<file path="src/rtl/eth_types_pkg.sv">
// Shared types and constants for the Ethernet/IPv4/UDP receive path.
package eth_types_pkg;

  typedef enum logic [2:0] {
    IDLE,
    ETH_HDR,
    IP_HDR,
    UDP_HDR,
    PAYLOAD,
    TRAILER,
    DROP
  } eth_rx_state_t;

  localparam logic [15:0] ETHERTYPE_IPV4 = 16'h0800;
  localparam logic [7:0]  IP_PROTO_UDP   = 8'd17;
  localparam logic [31:0] CRC32_POLY     = 32'h04C11DB7;
  localparam logic [31:0] CRC32_RESIDUE  = 32'hC704DD7B;
  localparam int unsigned ETH_HDR_LEN    = 14;
  localparam int unsigned UDP_HDR_LEN    = 8;

  // 16-bit ones'-complement add with end-around carry
  function automatic logic [15:0] csum_add(input logic [15:0] a, input logic [15:0] b);
    logic [16:0] s;
    s = {1'b0, a} + {1'b0, b};
    return s[15:0] + {15'd0, s[16]};
  endfunction

  function automatic logic [31:0] bitrev32(input logic [31:0] v);
    logic [31:0] r;
    for (int unsigned i = 0; i < 32; i++) r[i] = v[31-i];
    return r;
  endfunction

endpackage

</file>
<file path="src/rtl/eth_crc32.sv">
// Byte-wise Ethernet CRC-32. The register runs LSB-first (reflected); the
// crc port presents it bit-reversed so it compares against the normal-order residue.
module eth_crc32
  import eth_types_pkg::*;
(
  input  logic        clk,
  input  logic        resetn,
  input  logic        init,
  input  logic        en,
  input  logic [7:0]  din,
  output logic [31:0] crc
);

  localparam logic [31:0] POLY_REFL = bitrev32(CRC32_POLY);

  logic [31:0] c_q;
  logic [31:0] c_n;

  // one byte of reflected CRC update, LSB of din first
  always_comb begin
    c_n = c_q;
    for (int unsigned i = 0; i < 8; i++) begin
      if (c_n[0] ^ din[i]) c_n = (c_n >> 1) ^ POLY_REFL;
      else                 c_n = c_n >> 1;
    end
  end

  // CRC register, seeded with all ones
  always_ff @(posedge clk or negedge resetn) begin
    if (!resetn)   c_q <= '1;
    else if (init) c_q <= '1;
    else if (en)   c_q <= c_n;
  end

  assign crc = bitrev32(c_q);

endmodule

</file>
<file path="src/rtl/eth_udp_rx.sv">
// Ethernet/IPv4/UDP receive parser: filters on MAC/IP/port, checks the IP
// header checksum and FCS, streams payload and reports a per-frame verdict.
module eth_udp_rx
  import eth_types_pkg::*;
#(
  parameter logic [47:0]            FPGA_MAC     = 48'h00_1A_2B_3C_4D_5E,
  parameter logic [31:0]            FPGA_IP      = 32'hC0_00_02_92,
  parameter int unsigned            NUM_PORTS    = 2,
  parameter logic [NUM_PORTS*16-1:0] PORT_LIST   = {16'd5006, 16'd5005},
  parameter logic                   ACCEPT_BCAST = 1'b1,
  localparam int unsigned           PIW          = (NUM_PORTS > 1) ? $clog2(NUM_PORTS) : 1
) (
  input  logic           clk,
  input  logic           resetn,
  input  logic [7:0]     rx_byte,
  input  logic           rx_valid,
  input  logic           rx_active,
  output logic [7:0]     data,
  output logic           data_valid,
  output logic           data_last,
  output logic [PIW-1:0] data_port,
  output logic           frame_done,
  output logic           frame_ok,
  output logic [15:0]    drop_cnt
);

  eth_rx_state_t state, state_n;

  logic           act_q, bv, rise, fall;
  logic [15:0]    byte_cnt, word;
  logic [7:0]     prev_byte, addr_exp;
  logic [3:0]     ihl;
  logic [15:0]    hdr_len, ip_total, udp_len, csum, csum_next, pl_last_cnt;
  logic           uc_miss, bc_miss, addr_byte, addr_ok;
  logic           port_hit, udp_len_ok, any_pl;
  logic [PIW-1:0] port_sel;
  logic [31:0]    crc_val;
  logic           crc_good;
  logic           pl_valid_n, pl_last_n, done_n, ok_n, drop_inc;

  // act_q resets high so a frame already in flight at reset release is ignored
  // until rx_active has been seen low
  assign bv          = rx_valid & rx_active;
  assign rise        = rx_active & ~act_q;
  assign fall        = ~rx_active & act_q;
  assign word        = {prev_byte, rx_byte};
  assign hdr_len     = {10'd0, ihl, 2'b00};
  assign csum_next   = csum_add(csum, word);
  assign pl_last_cnt = udp_len - 16'(UDP_HDR_LEN + 1);
  assign crc_good    = (crc_val == CRC32_RESIDUE);
  assign udp_len_ok  = (word >= 16'(UDP_HDR_LEN)) &&
                       (({1'b0, word} + {1'b0, hdr_len}) <= {1'b0, ip_total});
  assign addr_byte   = bv && ((state == ETH_HDR && byte_cnt < 16'd6) ||
                              (state == IP_HDR && byte_cnt >= 16'd16 && byte_cnt < 16'd20));
  assign addr_ok     = (!uc_miss && rx_byte == addr_exp) ||
                       (ACCEPT_BCAST && !bc_miss && rx_byte == 8'hFF);

  eth_crc32 u_crc (
    .clk    (clk),
    .resetn (resetn),
    .init   (state == IDLE),
    .en     (bv && state != IDLE),
    .din    (rx_byte),
    .crc    (crc_val)
  );

  // expected unicast address byte for the current MAC / IP position
  always_comb begin
    addr_exp = '0;
    for (int unsigned i = 0; i < 6; i++)
      if (state == ETH_HDR && byte_cnt == 16'(i)) addr_exp = FPGA_MAC[8*(5-i) +: 8];
    for (int unsigned i = 0; i < 4; i++)
      if (state == IP_HDR && byte_cnt == 16'(16 + i)) addr_exp = FPGA_IP[8*(3-i) +: 8];
  end

  // lowest-index matching UDP port
  always_comb begin
    port_hit = 1'b0;
    port_sel = '0;
    for (int unsigned i = 0; i < NUM_PORTS; i++)
      if (!port_hit && word == PORT_LIST[16*i +: 16]) begin
        port_hit = 1'b1;
        port_sel = PIW'(i);
      end
  end

  // state register
  always_ff @(posedge clk or negedge resetn) begin
    if (!resetn) state <= IDLE;
    else         state <= state_n;
  end

  // next-state: frame end wins, otherwise per-byte header checks
  always_comb begin
    state_n = state;
    if (state != IDLE && fall) state_n = IDLE;
    else begin
      case (state)
        IDLE:    if (rise) state_n = ETH_HDR;
        ETH_HDR: if (bv) begin
          if (byte_cnt == 16'd5 && !addr_ok) state_n = DROP;
          else if (byte_cnt == 16'(ETH_HDR_LEN - 1))
            state_n = (word == ETHERTYPE_IPV4) ? IP_HDR : DROP;
        end
        IP_HDR: if (bv) begin
          if (byte_cnt == 16'd0 && (rx_byte[7:4] != 4'd4 || rx_byte[3:0] < 4'd5)) state_n = DROP;
          else if (byte_cnt == 16'd7 && (prev_byte[5] || word[12:0] != 13'd0))   state_n = DROP;
          else if (byte_cnt == 16'd9 && rx_byte != IP_PROTO_UDP)                  state_n = DROP;
          else if (byte_cnt == 16'd19 && !addr_ok)                                state_n = DROP;
          else if (byte_cnt == hdr_len - 16'd1)
            state_n = (csum_next == 16'hFFFF) ? UDP_HDR : DROP;
        end
        UDP_HDR: if (bv) begin
          if (byte_cnt == 16'd3 && !port_hit)        state_n = DROP;
          else if (byte_cnt == 16'd5 && !udp_len_ok) state_n = DROP;
          else if (byte_cnt == 16'(UDP_HDR_LEN - 1))
            state_n = (udp_len == 16'(UDP_HDR_LEN)) ? TRAILER : PAYLOAD;
        end
        PAYLOAD: if (bv && byte_cnt == pl_last_cnt) state_n = TRAILER;
        default: state_n = state;
      endcase
    end
  end

  // output decode: payload strobes and end-of-frame verdict
  always_comb begin
    pl_valid_n = (state == PAYLOAD) && bv;
    pl_last_n  = pl_valid_n && (byte_cnt == pl_last_cnt);
    done_n     = 1'b0;
    ok_n       = 1'b0;
    drop_inc   = 1'b0;
    if (state != IDLE && fall) begin
      drop_inc = (state != TRAILER) || !crc_good;
      if (state == TRAILER) begin
        done_n = 1'b1;
        ok_n   = crc_good;
      end else if (state == PAYLOAD && any_pl) begin
        done_n = 1'b1;
      end
    end
  end

  // header field capture, byte counter and checksum accumulator
  always_ff @(posedge clk or negedge resetn) begin
    if (!resetn) begin
      act_q     <= 1'b1;
      byte_cnt  <= '0;
      prev_byte <= '0;
      ihl       <= '0;
      ip_total  <= '0;
      udp_len   <= '0;
      csum      <= '0;
      uc_miss   <= 1'b0;
      bc_miss   <= 1'b0;
      any_pl    <= 1'b0;
    end else begin
      act_q <= rx_active;
      if (bv) prev_byte <= rx_byte;
      if (state_n != state)             byte_cnt <= '0;
      else if (bv && state != IDLE)     byte_cnt <= byte_cnt + 16'd1;
      if (state_n != state) begin
        uc_miss <= 1'b0;
        bc_miss <= 1'b0;
      end else if (addr_byte) begin
        uc_miss <= uc_miss | (rx_byte != addr_exp);
        bc_miss <= bc_miss | (rx_byte != 8'hFF);
      end
      if (state_n != state) csum <= '0;
      else if (state == IP_HDR && bv && byte_cnt[0]) csum <= csum_next;
      if (state == IP_HDR && bv && byte_cnt == 16'd0)  ihl      <= rx_byte[3:0];
      if (state == IP_HDR && bv && byte_cnt == 16'd3)  ip_total <= word;
      if (state == UDP_HDR && bv && byte_cnt == 16'd5) udp_len  <= word;
      if (state == IDLE)    any_pl <= 1'b0;
      else if (pl_valid_n)  any_pl <= 1'b1;
    end
  end

  // registered outputs
  always_ff @(posedge clk or negedge resetn) begin
    if (!resetn) begin
      data       <= '0;
      data_valid <= 1'b0;
      data_last  <= 1'b0;
      data_port  <= '0;
      frame_done <= 1'b0;
      frame_ok   <= 1'b0;
      drop_cnt   <= '0;
    end else begin
      data_valid <= pl_valid_n;
      data_last  <= pl_last_n;
      if (pl_valid_n) data <= rx_byte;
      if (state == UDP_HDR && bv && byte_cnt == 16'd3 && port_hit) data_port <= port_sel;
      frame_done <= done_n;
      frame_ok   <= ok_n;
      if (drop_inc && drop_cnt != '1) drop_cnt <= drop_cnt + 16'd1;
    end
  end

endmodule

</file>
<file path="config.mk">
export PLATFORM = sky130hd
export DESIGN_NAME = eth_udp_rx
export DESIGN_NICKNAME = d
export VERILOG_FILES = /design/src/rtl/eth_types_pkg.sv /design/src/rtl/eth_crc32.sv /design/src/rtl/eth_udp_rx.sv
export SDC_FILE = /design/constraint.sdc
export NUM_CORES = 1
export LEC_CHECK = 0
export CAP_MARGIN = 25
export CORE_MARGIN = 5
export CORE_UTILIZATION = 55
export DETAILED_ROUTE_END_ITERATION = 12
export PLACE_DENSITY = 0.69
export REMOVE_ABC_BUFFERS = 1
export SLEW_MARGIN = 20
export SYNTH_ARGS = -nofsm -noshare
export SYNTH_HDL_FRONTEND = slang
export SYNTH_HIERARCHICAL = 1
export SYNTH_SLANG_ARGS = --single-unit
</file>
<file path="constraint.sdc">
create_clock -name clk -period 6.8 [get_ports clk]
set_input_delay 0.68 -clock clk [delete_from_list [all_inputs] [get_ports clk]]
set_output_delay 0.68 -clock clk [all_outputs]
set_load 0.02 [all_outputs]
</file>
==> metrics.md, run 1 <==
| Metric | Value |
|---|---|
| Vias/cell | 6.05 |
| Synthesis-stage register bit count | 144 |
| Clk pwr share | 0.265 |
| Iter 0 DRT Violations | 476 |
| Most common cell after layout, fill and taps aside | dfrtp_1 |
| Leakage Power | 5.07 nW |
| Yosys cell types | 82 |
| CP delay by family, top | compound AO/OA/AOI/OAI gates |
| Clock Skew | 0.0111 ns |
| Placed Area | 11200 um^2 |
| Logic pwr share | 0.403 |
| Slew @ Worst Pin | 0.922 ns |
| PostCTS Resize Cnt | 0 |
| Vias | 8665 |
| Final TNS setup | 0 ns |
| Pint | 0.00233 W |
| Reg power frac | 0.332 |
| Initial cell density of the core | 0.563 |
| CP Capture Type | register |
| Share of layout cells above drive strength 1 | 0.126 |
| Gr ovfl total | 0 |
| Clk Latency, worst-skew pair | 0.43 ns |
| Worst path required time | 7.13 ns |
| Status | finished, final reports clean |
| Clock buffer depth | 2 |
| GRT Total Usage | 0.258 |
| Diodes inserted | 0 |
| Hold_buf cts | 0 |
| Initial antenna violation count | 0 |
| Compound-cell area share of the yosys netlist | 0.137 |
| CTS buffer count | 17 |
| Synth async-reset ratio | 1.00 |
| Hpwl dp | 19600 um |
| CP bufs+invs | 3 |
| Syn Std Cell Area | 10600 um^2 |
| Final Hold Vio Count | 0 |
| Proportion of synthesized area in mux cells | 0.0394 |
| Final setup viols | 0 |
| Die ar. | 22200 um^2 |
| Ratio of final minimum period to clock period | 0.783 |
| Synthesized area per cell | 9.31 um^2 |
| DRC | 0 |
| DRT Wirelength | 27600 um |
| CP Data Arrival Time | 5.65 ns |
| Fraction of power spent switching nets | 0.339 |
| Worst setup path class | input port to register |
| Core area | 18900 um^2 |
| RSZ-0062 raised after global routing | false |
| Synth Area in Simple Gates | 0.211 |
| Max Transition Viols Final | 0 |
| CP Max Fanout | 27 |
| Vias in the first global route | 8632 |
| Max stage delay cell, worst path | nor3_1 |
| Total chip power | 0.00353 W |
| Post-layout instance area | 11800 um^2 |
| TritonRoute pass-1 iters | 5 |
| Maximum clock frequency | 0.188 GHz |
| Maximum vdd drop | 0.180 mV |
| Htree depth | 4 |
| Seq/Total Area, Yosys | 0.343 |
| Final net count | 1220 |
| Startpoint Class | input port |
| Tmin final | 5.33 ns |
| CP Cell Sequence | clkdlybuf4s50_1 > buf_4 > ha_1 > fa_1 > a21o_1 > a21oi_1 > nor3_1 > nand3_1 > xnor2_1 > ha_1 > or4_1 > o311ai_0 > o31ai_1 > a21o_1 > a221oi_1 > a22oi_1 > nor4b_1 > o21ai_2 > buf_4 > a311oi_1 |
| Wire per inst | 19.3 um |
| Clock root buffer master | clkbuf_16 |
| Worst hold slack | 0.276 ns |
| Reg clk slew, reported paths | 0.06 ns |
| Post-synthesis cell count | 1142 |
| Crit path largest cell delay | 0.54 ns |
| Combinational family with the most area after synthesis | simple AND/OR/NAND/NOR gates |
| Ys flop type | dfrtp_1 |
| Worst Hold Class | input port to asynchronous set/reset pin |
| Xor/xnor cell area share of the yosys netlist | 0.172 |
| Synth Area in Adders | 0.0579 |
| CTS tree | built |
| CTS sink count | 144 |
| Port Buffers | 40 |
| Number of enable flip-flop cells after synthesis | 0 |
| Post-CTS setup buffer count | 0 |
| Final Util | 0.627 |
| Pwr per Cell Area | 298 nW/um^2 |
| Layout overhead on the synthesized area | 11.4% |
| Max-cap violations | 0 |
| Synthesis Warnings | 6 |
| Relative slew slack | 0.369 |
| Global-route wire length before repair | 45600 um |
| Placer congestion estimate | 0.918 |
| Row count | 50 |
| Antenna-violating nets left | 0 |
| FILL cells | 1660 |
| Psw | 0.00120 W |
| Chip height | 149 um |
| Largest net degree at the start of global routing | 79 |
| Most frequent cells in the layout | dfrtp_1 (111), nor2_1 (106), xnor2_1 (81) |
| IO Count | 41 |
| Die width | 149 um |
flip-flops by register name, summed over array words and instances (netlist names):
| signal | cells |
|---|---|
| u_crc/c_q | 32 |
| byte_cnt | 16 |
| csum | 16 |
| drop_cnt | 16 |
| ip_total | 16 |
| udp_len | 16 |
| data | 8 |
| prev_byte | 8 |
| ihl | 4 |
| state | 3 |
| act_q | 1 |
| any_pl | 1 |
| bc_miss | 1 |
| data_last | 1 |
| data_port | 1 |
| data_valid | 1 |
| frame_done | 1 |
| frame_ok | 1 |
| uc_miss | 1 |
stage by stage:
| step | cells | setup slack, ns |
|---|---|---|
| after detailed placement | 1400 | 1.09 |
| final | 1433 | 1.47 |
| after CTS | 1432 | 1.50 |
| after floorplan | 1083 | 2.21 |
| after global routing | 1433 | 1.16 |
| after global placement | 1399 | 1.18 |
Yosys cell counts (11+ instances only):
master,instances,share of area
a211o_1,17,0.014
a21oi_1,60,0.028
a31oi_1,13,0.0077
and2_1,11,0.0065
and3_1,21,0.012
clkbuf_1,48,0.017
dfrtp_1,111,0.26
dfstp_2,33,0.082
ha_1,46,0.054
inv_1,48,0.017
mux2_2,35,0.037
nand2_1,79,0.028
nand3_1,40,0.019
nand4_1,29,0.017
nor2_1,107,0.038
nor2b_1,19,0.011
nor3_1,33,0.016
nor4_1,19,0.011
o21ai_0,44,0.021
xnor2_1,81,0.067
xor2_1,52,0.043
power by group through the flow:
stage	Clock [W]	Sequential, W	Combinational, W
2_1_floorplan	0	0.00116	0.00108
3_3_place_gp	0	0.00118	0.00139
3_5_place_dp	0	0.00118	0.00142
4_1_cts	0.000950	0.00117	0.00142
5_1_grt	0.000992	0.00119	0.00153
6_report	0.000935	0.00117	0.00142
routing by layer:
metal | GRT usage | vias up | share of wire
met5 | 0 | - | 0
met4 | 0.0906 | 0 | 0.028
met3 | 0.0441 | 55 | 0.049
met2 | 0.417 | 223 | 0.48
met1 | 0.352 | 4275 | 0.44
li1 | - | 4112 | -
final cells by class:
class | count | area [um^2] | share of cell area
Tap cell | 260 | 325 | 0.0275
Clock inverter | 12 | 136 | 0.0115
Inverter | 48 | 180 | 0.0152
Clock buffer | 20 | 447 | 0.0377
Timing Repair Buffer | 58 | 538 | 0.0454
Sequential cell | 144 | 3640 | 0.308
Multi-Input combinational cell | 891 | 6570 | 0.555
cells by family (layout without fill, tap and decap cells):
| logic type | count (synthesis) | after routing |
|---|---|---|
| adders and majority gates | 48 | 48 |
| buffers and inverters | 107 | 138 |
| and+or+nand+nor | 427 | 427 |
| xor gates and xnor gates | 162 | 162 |
| muxes | 37 | 37 |
| DFF | 144 | 144 |
| AOI/OAI and AO/OA | 217 | 217 |
path summary, 6_finish.rpt:
path | start | to | slack [ns] | cells past startpoint
setup / recovery | rx_byte[2] | csum[11] | 1.47 | 20
hold reg to reg | any_pl | any_pl | 0.48 | 1
min in group clk | any_pl | any_pl | 0.48 | 1
setup reg to reg | ihl[0] | csum[11] | 2.04 | 18
hold / removal | resetn | data[5] | 0.28 | 1
max in group asynchronous | resetn | csum[13] | 5.19 | 2
Note: power is estimated with default switching activity, not from simulation.
==> run 2, diff against run 1 <==
clock period = 5.2 ns   (was 6.8 ns; I/O delays follow)
==> run 2 against run 1 <==
  * Combinational power is 31% higher
  * Wire length is 3.1% higher
  * Setup slack worse by 1.1 ns
  * Total power is 32% higher
  * Via count is 0.87% higher
  * Core utilization is 0.62 points higher
  * Sequential power is 31% higher
  * Clock power is 35% higher
  * Final cell count is 0.98% higher
  * Sequential cell count stayed put
  * Global-route usage is 0.52 points higher
  * Register-to-register slack worse by 1.5 ns
  * Critical path type unchanged
  * Critical endpoint unchanged
==> metrics.md, run 2 (synthesis gave the netlist of run 1 again) <==
| Metric | Value |
|---|---|
| Vias | 8740 |
| CP Capture Type | register |
| Worst hold slack | 0.121 ns |
| R2R cell count | 18 |
| Status | finished, final reports clean |
| Clock Skew | 0.0117 ns |
| DRC | 0 |
| Worst setup path class | input port to register |
| Htree depth | 4 |
| Max-cap violations | 0 |
| Pre-CTS setup slack | -0.0864 ns |
| Tmin final | 4.85 ns |
| Clock root buffer master | clkbuf_16 |
| CTS sink count | 144 |
| Wire per inst | 19.7 um |
| Setup WS post-layout | 0.353 ns |
| Startpoint Class | input port |
| GRT Total Usage | 0.263 |
| Largest net degree at the start of global routing | 83 |
| IO Count | 41 |
| Most frequent cells in the layout | dfrtp_1 (111), nor2_1 (106), xnor2_1 (81) |
| CP Data Arrival Time | 5.18 ns |
| CTS buffer count | 17 |
| Vias/cell | 6.04 |
| Gr ovfl total | 0 |
| FILL cells | 1660 |
| Worst path required time | 5.53 ns |
| Met3 WL post-DR | 1450 um |
| R2r endpoint | csum[11] |
| CP delay by family, top | simple AND/OR/NAND/NOR gates |
| Final Non-Filler Cells | 1447 |
| # placed instances | 1415 |
| Clk Latency, worst-skew pair | 0.44 ns |
| Worst Hold Class | input port to asynchronous set/reset pin |
| CP Cell Sequence | clkdlybuf4s50_1 > buf_4 > fa_1 > a21o_1 > a21oi_1 > nor3_1 > nand3_1 > xnor2_1 > ha_1 > or4_1 > o311ai_0 > o31ai_1 > a21o_1 > a221oi_1 > a22oi_1 > nor4b_1 > o21ai_2 > buf_4 > a311oi_1 |
| CTS tree | built |
| Crit path largest cell delay | 0.59 ns |
| Vias in the first global route | 8658 |
| Clock buffer depth | 2 |
| Relative slew slack | 0.376 |
| Max stage delay cell, worst path | nor3_1 |
| Top sig layer | met4 |
| RSZ-0062 raised after global routing | false |
| TritonRoute pass-1 iters | 5 |
| CP bufs+invs | 3 |
| Leakage Power | 5.16 nW |
| Multi-input gate area | 6570 um^2 |
| Final net count | 1234 |
| Global-route wire length before repair | 46500 um |
| R2r setup slk | 0.54 ns |
| Stages on worst setup path | 19 |
| Share of layout cells above drive strength 1 | 0.137 |
| Most flops, register | u_crc/c_q |
| Chip height | 149 um |
| Storage element area | 3640 um^2 |
| Placer congestion estimate | 0.964 |
| Final setup viols | 0 |
| Die width | 149 um |
| Antenna-violating nets left | 0 |
| Maximum clock frequency | 0.206 GHz |
| Diodes inserted | 0 |
| Met2 WL | 13500 um |
| DRT Wirelength | 28500 um |
| Pwr per Cell Area | 389 nW/um^2 |
| Max reg flops | 32 |
| Post-CTS setup buffer count | 0 |
| Slew @ Worst Pin | 0.934 ns |
| CP Max Fanout | 18 |
| Ratio of final minimum period to clock period | 0.932 |
| Hpwl dp | 20600 um |
| Hold_buf cts | 0 |
| Row count | 50 |
| Initial cell density of the core | 0.563 |
| Reg clk slew, reported paths | 0.06 ns |
| Die ar. | 22200 um^2 |
| Final Hold Vio Count | 0 |
| Maximum vdd drop | 0.212 mV |
| Max Transition Viols Final | 0 |
| Most common cell after layout, fill and taps aside | dfrtp_1 |
| Worst r2r src | ihl[0] |
| Iter 0 DRT Violations | 545 |
| Core area | 18900 um^2 |
| WL met1 | 12800 um |
| Port Buffers | 40 |
| PostCTS Resize Cnt | 0 |
| Initial antenna violation count | 0 |
| Layout overhead on the synthesized area | 12.5% |
[run 2: through the flow]
step	utilization	cell area, um^2	power [W]	setup TNS, ns
after floorplan	-	10400	0.00293	0
after global placement	0.601	11400	0.00337	0
after detailed placement	0.601	11400	0.00340	-0.129
after CTS	0.633	12000	0.00467	0
after global routing	0.633	12000	0.00489	0
final	0.633	12000	0.00466	0
[run 2: worst max path at each step]
stage          startpoint       end  slack (ns)
2_1_floorplan  rx_byte[2]  csum[12]        0.77
3_3_place_gp   rx_byte[3]  csum[11]        0.09
3_5_place_dp   rx_byte[3]  csum[11]       -0.09
4_1_cts        rx_byte[3]  csum[11]        0.38
5_1_grt        rx_byte[2]  csum[11]        0.01
6_report       rx_byte[3]  csum[11]        0.35
[run 2: report_power, final]
part | internal (W) | leakage (nW) | switching (W)
Sequential | 0.00134 | 1.84 | 0.000192
Clock | 0.000749 | 0.297 | 0.000512
Combinational | 0.000999 | 3.02 | 0.000864
Total | 0.00309 | 5.16 | 0.00157
[run 2: layout make-up]
class	instances	area share
clock buffer	20	0.0391
clock inverter	12	0.0107
inverter	48	0.0151
multi-input combinational	891	0.549
sequential	144	0.305
tap	260	0.0272
timing repair buffer	72	0.0537
[run 2: per-layer routing]
layer / up-vias / GRT usage
met5: - / 0
met1: 4283 / 0.356
met4: 0 / 0.0883
li1: 4156 / -
met2: 252 / 0.429
met3: 49 / 0.0468
==> run 3, diff against run 2 <==
HOLD_SLACK_MARGIN = 0.1   (was default)
==> results of run 3 <==
Same layout as run 2: the final DEF is identical, and so are final timing and power.
